<file path="src/rtl/multi_channel_trigger_generator.sv">
// Multi-channel ILA trigger: synchronised probes, per-channel edge/level match,
// AND/OR combine, and an arm / hold-off / hunt / post-trigger capture sequence.
module multi_channel_trigger_generator #(
  parameter int unsigned NUM_CH      = 4,
  parameter int unsigned SYNC_STAGES = 2,
  parameter int unsigned HOLDOFF_W   = 8,
  parameter int unsigned POST_W      = 10
) (
  input  logic                  clock,
  input  logic                  reset,
  input  logic [NUM_CH-1:0]     ch_in,
  input  logic [NUM_CH-1:0]     ch_mask,
  input  logic [2*NUM_CH-1:0]   edge_mode,
  input  logic                  combine_and,
  input  logic                  arm,
  input  logic                  abort,
  input  logic [HOLDOFF_W-1:0]  holdoff,
  input  logic [POST_W-1:0]     post_count,
  output logic                  trigger,
  output logic                  capture_en,
  output logic                  armed,
  output logic                  done,
  output logic [NUM_CH-1:0]     trig_ch
);

  typedef enum logic [2:0] {
    S_IDLE,
    S_ARMED,
    S_HUNT,
    S_POST,
    S_DONE
  } state_t;

  state_t                r_state, w_state_nxt;
  logic [NUM_CH-1:0]     r_sync [SYNC_STAGES];
  logic [NUM_CH-1:0]     r_hist;
  logic [NUM_CH-1:0]     w_sync_out;
  logic [NUM_CH-1:0]     w_match;
  logic                  w_hit;
  logic [HOLDOFF_W-1:0]  r_hold_cnt, w_hold_cnt_nxt;
  logic [POST_W-1:0]     r_post_cnt, w_post_cnt_nxt;
  logic                  r_trigger, w_trigger_nxt;
  logic [NUM_CH-1:0]     r_trig_ch, w_trig_ch_nxt;

  // Synchronisers and history run in every state, so edges outside HUNT are simply lost.
  always_ff @(posedge clock or negedge reset) begin
    if (!reset) begin
      for (int unsigned i = 0; i < SYNC_STAGES; i++) r_sync[i] <= '0;
      r_hist <= '0;
    end else begin
      r_sync[0] <= ch_in;
      for (int unsigned i = 1; i < SYNC_STAGES; i++) r_sync[i] <= r_sync[i-1];
      r_hist <= w_sync_out;
    end
  end

  assign w_sync_out = r_sync[SYNC_STAGES-1];

  always_comb begin
    w_match = '0;
    for (int unsigned i = 0; i < NUM_CH; i++) begin
      case (edge_mode[2*i +: 2])
        2'b00:   w_match[i] = w_sync_out[i] & ~r_hist[i];
        2'b01:   w_match[i] = ~w_sync_out[i] & r_hist[i];
        2'b10:   w_match[i] = w_sync_out[i] ^ r_hist[i];
        default: w_match[i] = w_sync_out[i];
      endcase
    end
  end

  // An empty mask must never hit, including in AND mode where the reduction alone would pass.
  assign w_hit = combine_and ? ((|ch_mask) && (&(w_match | ~ch_mask)))
                             : (|(w_match & ch_mask));

  always_ff @(posedge clock or negedge reset) begin
    if (!reset) begin
      r_state    <= S_IDLE;
      r_hold_cnt <= '0;
      r_post_cnt <= '0;
      r_trigger  <= 1'b0;
      r_trig_ch  <= '0;
    end else begin
      r_state    <= w_state_nxt;
      r_hold_cnt <= w_hold_cnt_nxt;
      r_post_cnt <= w_post_cnt_nxt;
      r_trigger  <= w_trigger_nxt;
      r_trig_ch  <= w_trig_ch_nxt;
    end
  end

  always_comb begin
    w_state_nxt    = r_state;
    w_hold_cnt_nxt = r_hold_cnt;
    w_post_cnt_nxt = r_post_cnt;
    w_trigger_nxt  = 1'b0;
    w_trig_ch_nxt  = r_trig_ch;
    if (abort) begin
      w_state_nxt = S_IDLE;
    end else begin
      case (r_state)
        S_IDLE, S_DONE: begin
          if (arm) begin
            w_hold_cnt_nxt = holdoff;
            w_state_nxt    = (holdoff == '0) ? S_HUNT : S_ARMED;
          end
        end
        S_ARMED: begin
          w_hold_cnt_nxt = r_hold_cnt - HOLDOFF_W'(1);
          if (r_hold_cnt <= HOLDOFF_W'(1)) w_state_nxt = S_HUNT;
        end
        S_HUNT: begin
          if (w_hit) begin
            w_trigger_nxt  = 1'b1;
            w_trig_ch_nxt  = w_match & ch_mask;
            w_post_cnt_nxt = post_count;
            w_state_nxt    = (post_count == '0) ? S_DONE : S_POST;
          end
        end
        S_POST: begin
          w_post_cnt_nxt = r_post_cnt - POST_W'(1);
          if (r_post_cnt <= POST_W'(1)) w_state_nxt = S_DONE;
        end
        default: w_state_nxt = S_IDLE;
      endcase
    end
  end

  assign trigger    = r_trigger;
  assign capture_en = (r_state == S_POST);
  assign armed      = (r_state == S_ARMED) || (r_state == S_HUNT);
  assign done       = (r_state == S_DONE);
  assign trig_ch    = r_trig_ch;

endmodule

</file>
<file path="config.mk">
export PLATFORM = sky130hd
export DESIGN_NAME = multi_channel_trigger_generator
export DESIGN_NICKNAME = d
export VERILOG_FILES = /design/src/rtl/multi_channel_trigger_generator.sv
export SDC_FILE = /design/constraint.sdc
export NUM_CORES = 1
export LEC_CHECK = 0
export BUFFER_PORTS_ARGS = -buffer_cell sky130_fd_sc_hd__buf_2
export CAP_MARGIN = 20
export CORE_AREA = 8 8 78 80
export DETAILED_ROUTE_END_ITERATION = 10
export DIE_AREA = 0 0 86 88
export GPL_TIMING_DRIVEN = 0
export PLACE_DENSITY = 0.72
export SLEW_MARGIN = 20
export SYNTH_ARGS = -nofsm -noshare
export SYNTH_HDL_FRONTEND = slang
export SYNTH_SLANG_ARGS = --single-unit
</file>
<file path="constraint.sdc">
create_clock -name clock -period 7.4 [get_ports clock]
set_input_delay 0.37 -clock clock [delete_from_list [all_inputs] [get_ports clock]]
set_output_delay 0.37 -clock clock [all_outputs]
set_load 0.01 [all_outputs]
</file>
# == After elaboration in Yosys (flattened, before gate mapping) ==
# Cells that the tools add are included.
# word_totals
ff_bits,38
latch_bits,0
ram_bits,0
rom_bits,0
in_bits,39
word_cells,93
memories,0
# op_classes
n_addsub,2
n_mul,0
div,0
n_lt_le_gt_ge,2
n_eq_ne,18
shifts,0
n_mux,20
bitwise,24
reduce_logical,19
# ops
cell,count
one-hot mux 10 bit (2 select lines),1
two-way mux 3 bit,6
one-hot mux 8 bit (2 select lines),1
one-hot mux 1 bit (3 select lines),4
one-hot mux 3 bit (4 select lines),1
"less-or-equal comparator 10 x 1 -> 1 bit, second input constant",1
zero test 10 bit,1
two-way mux 10 bit,1
"subtractor 10 x 1 -> 10 bit, second input constant",1
"!= test 3 bit, second input constant",3
NOT 1 bit,9
AND reduction 3 bit,3
bitwise AND 1 bit,8
"== test 2 x 1 -> 1 bit, second input constant",4
"== test 2 bit, second input constant",4
"less-or-equal comparator 8 x 1 -> 1 bit, second input constant",1
zero test 2 bit,4
zero test 8 bit,1
two-way mux 8 bit,1
AND reduction 4 bit,2
OR reduction 4 bit,2
"subtractor 8 x 1 -> 8 bit, second input constant",1
"== test 3 x 2 -> 1 bit, second input constant",2
bitwise AND 4 bit,1
other kinds (14),22

# == Logic depth before layout (Yosys ltp) ==
# logic_depth
ltp_word,10
depth_mapped,9

# == Worst setup path after synthesis ==
# Ideal clock, no wire load.
# synth_path
kind,register -> register
start,reg r_sync (netlist bit w_sync_out[2])
end,"reg r_trig_ch[0], in the netlist trig_ch[0]"
setup_ns,0.128
arrival_time_ns,2.223
slack_ns,5.049
stages_incl_launch_ff,9
path_cell_list,dfrtp_1 > inv_1 > ha_1 > inv_1 > mux4_2 > a2111oi_4 > o22ai_2 > nand3_2 > mux2_1
# synth_via
elab_chain_cells,8
elab_cells_between_ends,12
cone_classes,mux: 2; bitwise: 6; reduce/logical: 4
# synth_lines
element,line_no,rtl
from (decl),35,logic [NUM_CH-1:0] r_sync [SYNC_STAGES];
NOT 1 bit,64,2'b01: w_match[i] = ~w_sync_out[i] & r_hist[i];
bitwise AND 1 bit,64,
one-hot mux 1 bit (3 select lines) (*),62,case (edge_mode[2*i +: 2])
bitwise OR 4 bit,72,assign w_hit = combine_and ? ((|ch_mask) && (&(w_match | ~ch_mask)))
AND reduction 4 bit,72,
logical AND 1 bit,72,
two-way mux 1 bit (*),72,
AND reduction 3 bit (no line) (*),-,
to (signal assigned),87,r_trig_ch <= w_trig_ch_nxt;
to (decl),43,"logic [NUM_CH-1:0] r_trig_ch, w_trig_ch_nxt;"
# Every way passes the cells marked *; elsewhere a longest branch is shown, timed or not.
# A chain may end at the register's enable or synchronous reset.

# == Worst setup path after layout ==
# layout_path
start,reg r_sync (netlist bit w_sync_out[2])
end,reg r_post_cnt[1]
# layout_via
elab_chain_cells,9
elab_cells_between_ends,13
cone_classes,eq/ne: 1; mux: 2; bitwise: 6; reduce/logical: 4
# layout_lines
element,line_no,rtl
NOT 1 bit,64,
bitwise AND 1 bit,64,
one-hot mux 1 bit (3 select lines) (*),62,
bitwise OR 4 bit,72,
AND reduction 4 bit,72,
logical AND 1 bit,72,
two-way mux 1 bit (*),72,
!= test 2 bit (no line) (*),-,
AND reduction 3 bit (no line) (*),-,
to (signal assigned),85,r_post_cnt <= w_post_cnt_nxt;
to (decl),41,"logic [POST_W-1:0] r_post_cnt, w_post_cnt_nxt;"
# Marks and branches as above.

==> flow_summary.json <==
{
  "ant_nets": 0,
  "worstSetupEndpoint": "r_post_cnt[1]$_DFFE_PN0P_",
  "timing.final.crit_share_pct": 34.16,
  "dpl.hpwl_um": 4180,
  "synth_cell_types": 49,
  "ctsHoldBuffers": 0,
  "crit_top_cell": "inv_1",
  "status": "completed",
  "skew_ns": 0.01031,
  "fp-row-count": 26,
  "gr-total-overflow": 0,
  "core-area_um2": 4912,
  "dieWidth_um": 86,
  "area_growth_pct": 18.05,
  "synth_seq_cells": 38,
  "via_per_inst": 5.460,
  "ioPinCount": 47,
  "synth_cells": 266,
  "cts_buffer_depth": 2,
  "via_count": 2124,
  "numCtsBuffers": 5,
  "grt_pass1_wl_um": 9825,
  "max-vdd-ir-drop_mv": 0.1656,
  "yosysWarningCount": 0,
  "slew_violations": 0,
  "die_h_um": 88,
  "p_leak_nw": 1.274,
  "dpl_cell_area_um2": 2676,
  "worst-r2r-setup-slack_ns": 4.87,
  "r2r-end": "r_post_cnt[1]$_DFFE_PN0P_",
  "synthArstFlopShare_pct": 100.0,
  "cts-resized-gates": 0,
  "cts_sinks": 38,
  "ys_seq_area_share_pct": 40.23,
  "dr.pass1.iters": 4,
  "finalSetupTns_ns": 0,
  "grt_usage_pct": 16.03,
  "final_common_cell": "buf_2",
  "hold_class": "input port to flip-flop",
  "wl_per_cell_um": 14.44,
  "cts_tree": "built",
  "fin_crit_ns": 2.528,
  "cp.required_ns": 7.59,
  "cts_setup_buffers": 0,
  "path_cells": "inv_1 > ha_1 > inv_1 > mux4_2 > a2111oi_4 > o221a_4 > nor3_2 > mux2_4",
  "startpoint_type": "flip-flop",
  "cts.htree.levels": 2,
  "nets": 369,
  "slowest_stage": "mux4_2",
  "path_class": "flip-flop to flip-flop",
  "dieArea_um2": 7568,
  "hold_slack_ns": 0.1669,
  "setup_violations": 0,
  "final-hold-violation-count": 0,
  "diodes": 0,
  "tightest_slew_ns": 0.8565,
  "fmax_mhz": 395.6,
  "route.detailed.drc": 0,
  "netlist_area_um2": 2364,
  "grt_pass1_vias": 2227,
  "slowest_delay_ns": 0.52,
  "cp_max_fo": 10,
  "power.density_nw_per_um2": 307.9,
  "final_cell_mix": "46 x buf_2, 38 x dfrtp_1, 35 x o21ai_0, 22 x inv_1, 21 x nor2_1",
  "syn_avg_cell_area_um2": 8.885,
  "critPathArrivalTime_ns": 2.72,
  "initial_core_util_pct": 48.12,
  "first_iter_violations": 115,
  "syn_nets": 317,
  "p_total_mw": 0.8591,
  "synth_flop_cell": "dfrtp_1",
  "crit_start": "w_sync_out[2]$_DFF_PN0_",
  "numPortBuffers": 45,
  "end_kind": "flip-flop",
  "design_area_um2": 2790,
  "clk_latency_ns": 0.30,
  "clk_pin_slew_ns": 0.08,
  "drv_cap": 0,
  "gp_congestion": 0.8687,
  "synth-edff-count": 0,
  "reg2reg_depth": 8,
  "grt_max_degree": 39,
  "routed_wl_um": 5616,
  "drive_above_1_share_pct": 21.32,
  "cts_root_buf": "clkbuf_8",
  "relSlewSlack_pct": 42.90,
  "r2r_start": "w_sync_out[2]$_DFF_PN0_",
  "antenna_found_initial": 0,
  "rsz0062_at_grt": "false"
}
==> metrics by stage <==
stage	util (%)	cells	worst slack, ns
5_1_grt	56.80	389	4.677
2_1_floorplan	-	266	5.049
4_1_cts	56.80	389	4.854
3_3_place_gp	54.48	381	4.907
6_report	56.80	389	4.872
3_5_place_dp	54.48	381	4.875
==> critical path, delay by kind of cell, from the launching register on <==
| family | cells | cell delay (ns) |
|---|---|---|
| muxes | 2 | 0.83 |
| DFF | 1 | 0.40 |
| buffers and inverters | 2 | 0.09 |
| and+or+nand+nor | 1 | 0.08 |
| adders and majority gates | 1 | 0.27 |
| AOI/OAI and AO/OA | 2 | 0.76 |
==> worst min path at each step <==
| stage | start | to | slack (ns) | depth (start not counted) |
|---|---|---|---|---|
| after floorplan | reset | r_hist[0]$_DFF_PN0_ | 0.07 | 0 |
| after global placement | r_sync[7]$_DFF_PN0_ | w_sync_out[3]$_DFF_PN0_ | 0.33 | 0 |
| after detailed placement | r_sync[6]$_DFF_PN0_ | w_sync_out[2]$_DFF_PN0_ | 0.34 | 0 |
| after CTS | ch_in[3] | r_sync[7]$_DFF_PN0_ | 0.16 | 1 |
| after global routing | ch_in[3] | r_sync[7]$_DFF_PN0_ | 0.16 | 1 |
| final | ch_in[2] | r_sync[6]$_DFF_PN0_ | 0.17 | 1 |
==> logic make-up after synthesis <==
group / share of synthesized area (%)
XOR/XNOR: 0.3706
AND/OR/NAND/NOR: 19.22
AO/OA/AOI/OAI: 22.13
flip-flops: 40.23
adder cells (fa/ha/maj): 6.352
buffers and inverters: 5.611
multiplexers: 6.088
==> cell type report <==
cell class              count  area [um^2]
well taps                  70        87.58
multi-input cells         193         1280
clock buffers               5        68.82
inverters                  23        86.33
fillers                   460         2122
flip-flops and latches     38        950.9
clock inverters             3        45.04
plain buffers              12        46.29
repair buffers             45        225.2
==> where the power goes <==
part,internal (mW),total [mW],switching (mW)
clock,0.100,0.184,0.0835
combinational,0.143,0.351,0.208
sequential,0.269,0.324,0.0549
total,0.513,0.859,0.346
==> per-layer routing <==
layer	GRT usage [%]	wire, um	vias up
met2	26.24	2667	54
met3	4.503	342	7
met1	19.36	2544	1016
met4	6.529	63	0
met5	0	0	-
li1	-	-	1047
==> cell usage after synthesis, drive strengths merged (2+ instances only) <==
cell / n / area (um^2)
o21ai: 41 / 209.0
dfrtp: 38 / 950.9
inv: 23 / 86.33
nor2: 21 / 78.83
nand2: 18 / 67.56
a21oi: 15 / 75.07
nor3: 15 / 80.08
ha: 12 / 150.1
clkbuf: 10 / 37.54
nor2b: 7 / 43.79
nand2b: 6 / 37.54
mux2i: 5 / 50.05
or3: 5 / 31.28
mux2: 4 / 48.79
nor4: 4 / 25.02
o22ai: 4 / 31.28
a22oi: 3 / 22.52
a31oi: 3 / 18.77
o32ai: 3 / 26.28
or4: 3 / 26.27
a211oi: 2 / 15.01
buf: 2 / 8.750
mux4: 2 / 45.04
nand3: 2 / 15.01
nand3b: 2 / 15.01
nor3b: 2 / 15.01
or2: 2 / 12.52
==> sequential cells by signal (all words and copies together), names as in the netlist <==
| register | count |
|---|---|
| r_hist | 4 |
| r_hold_cnt | 8 |
| r_post_cnt | 10 |
| r_state | 3 |
| r_sync | 4 |
| trig_ch | 4 |
| trigger | 1 |
| w_sync_out | 4 |
No activity file was read; power rests on OpenSTA's default activity.
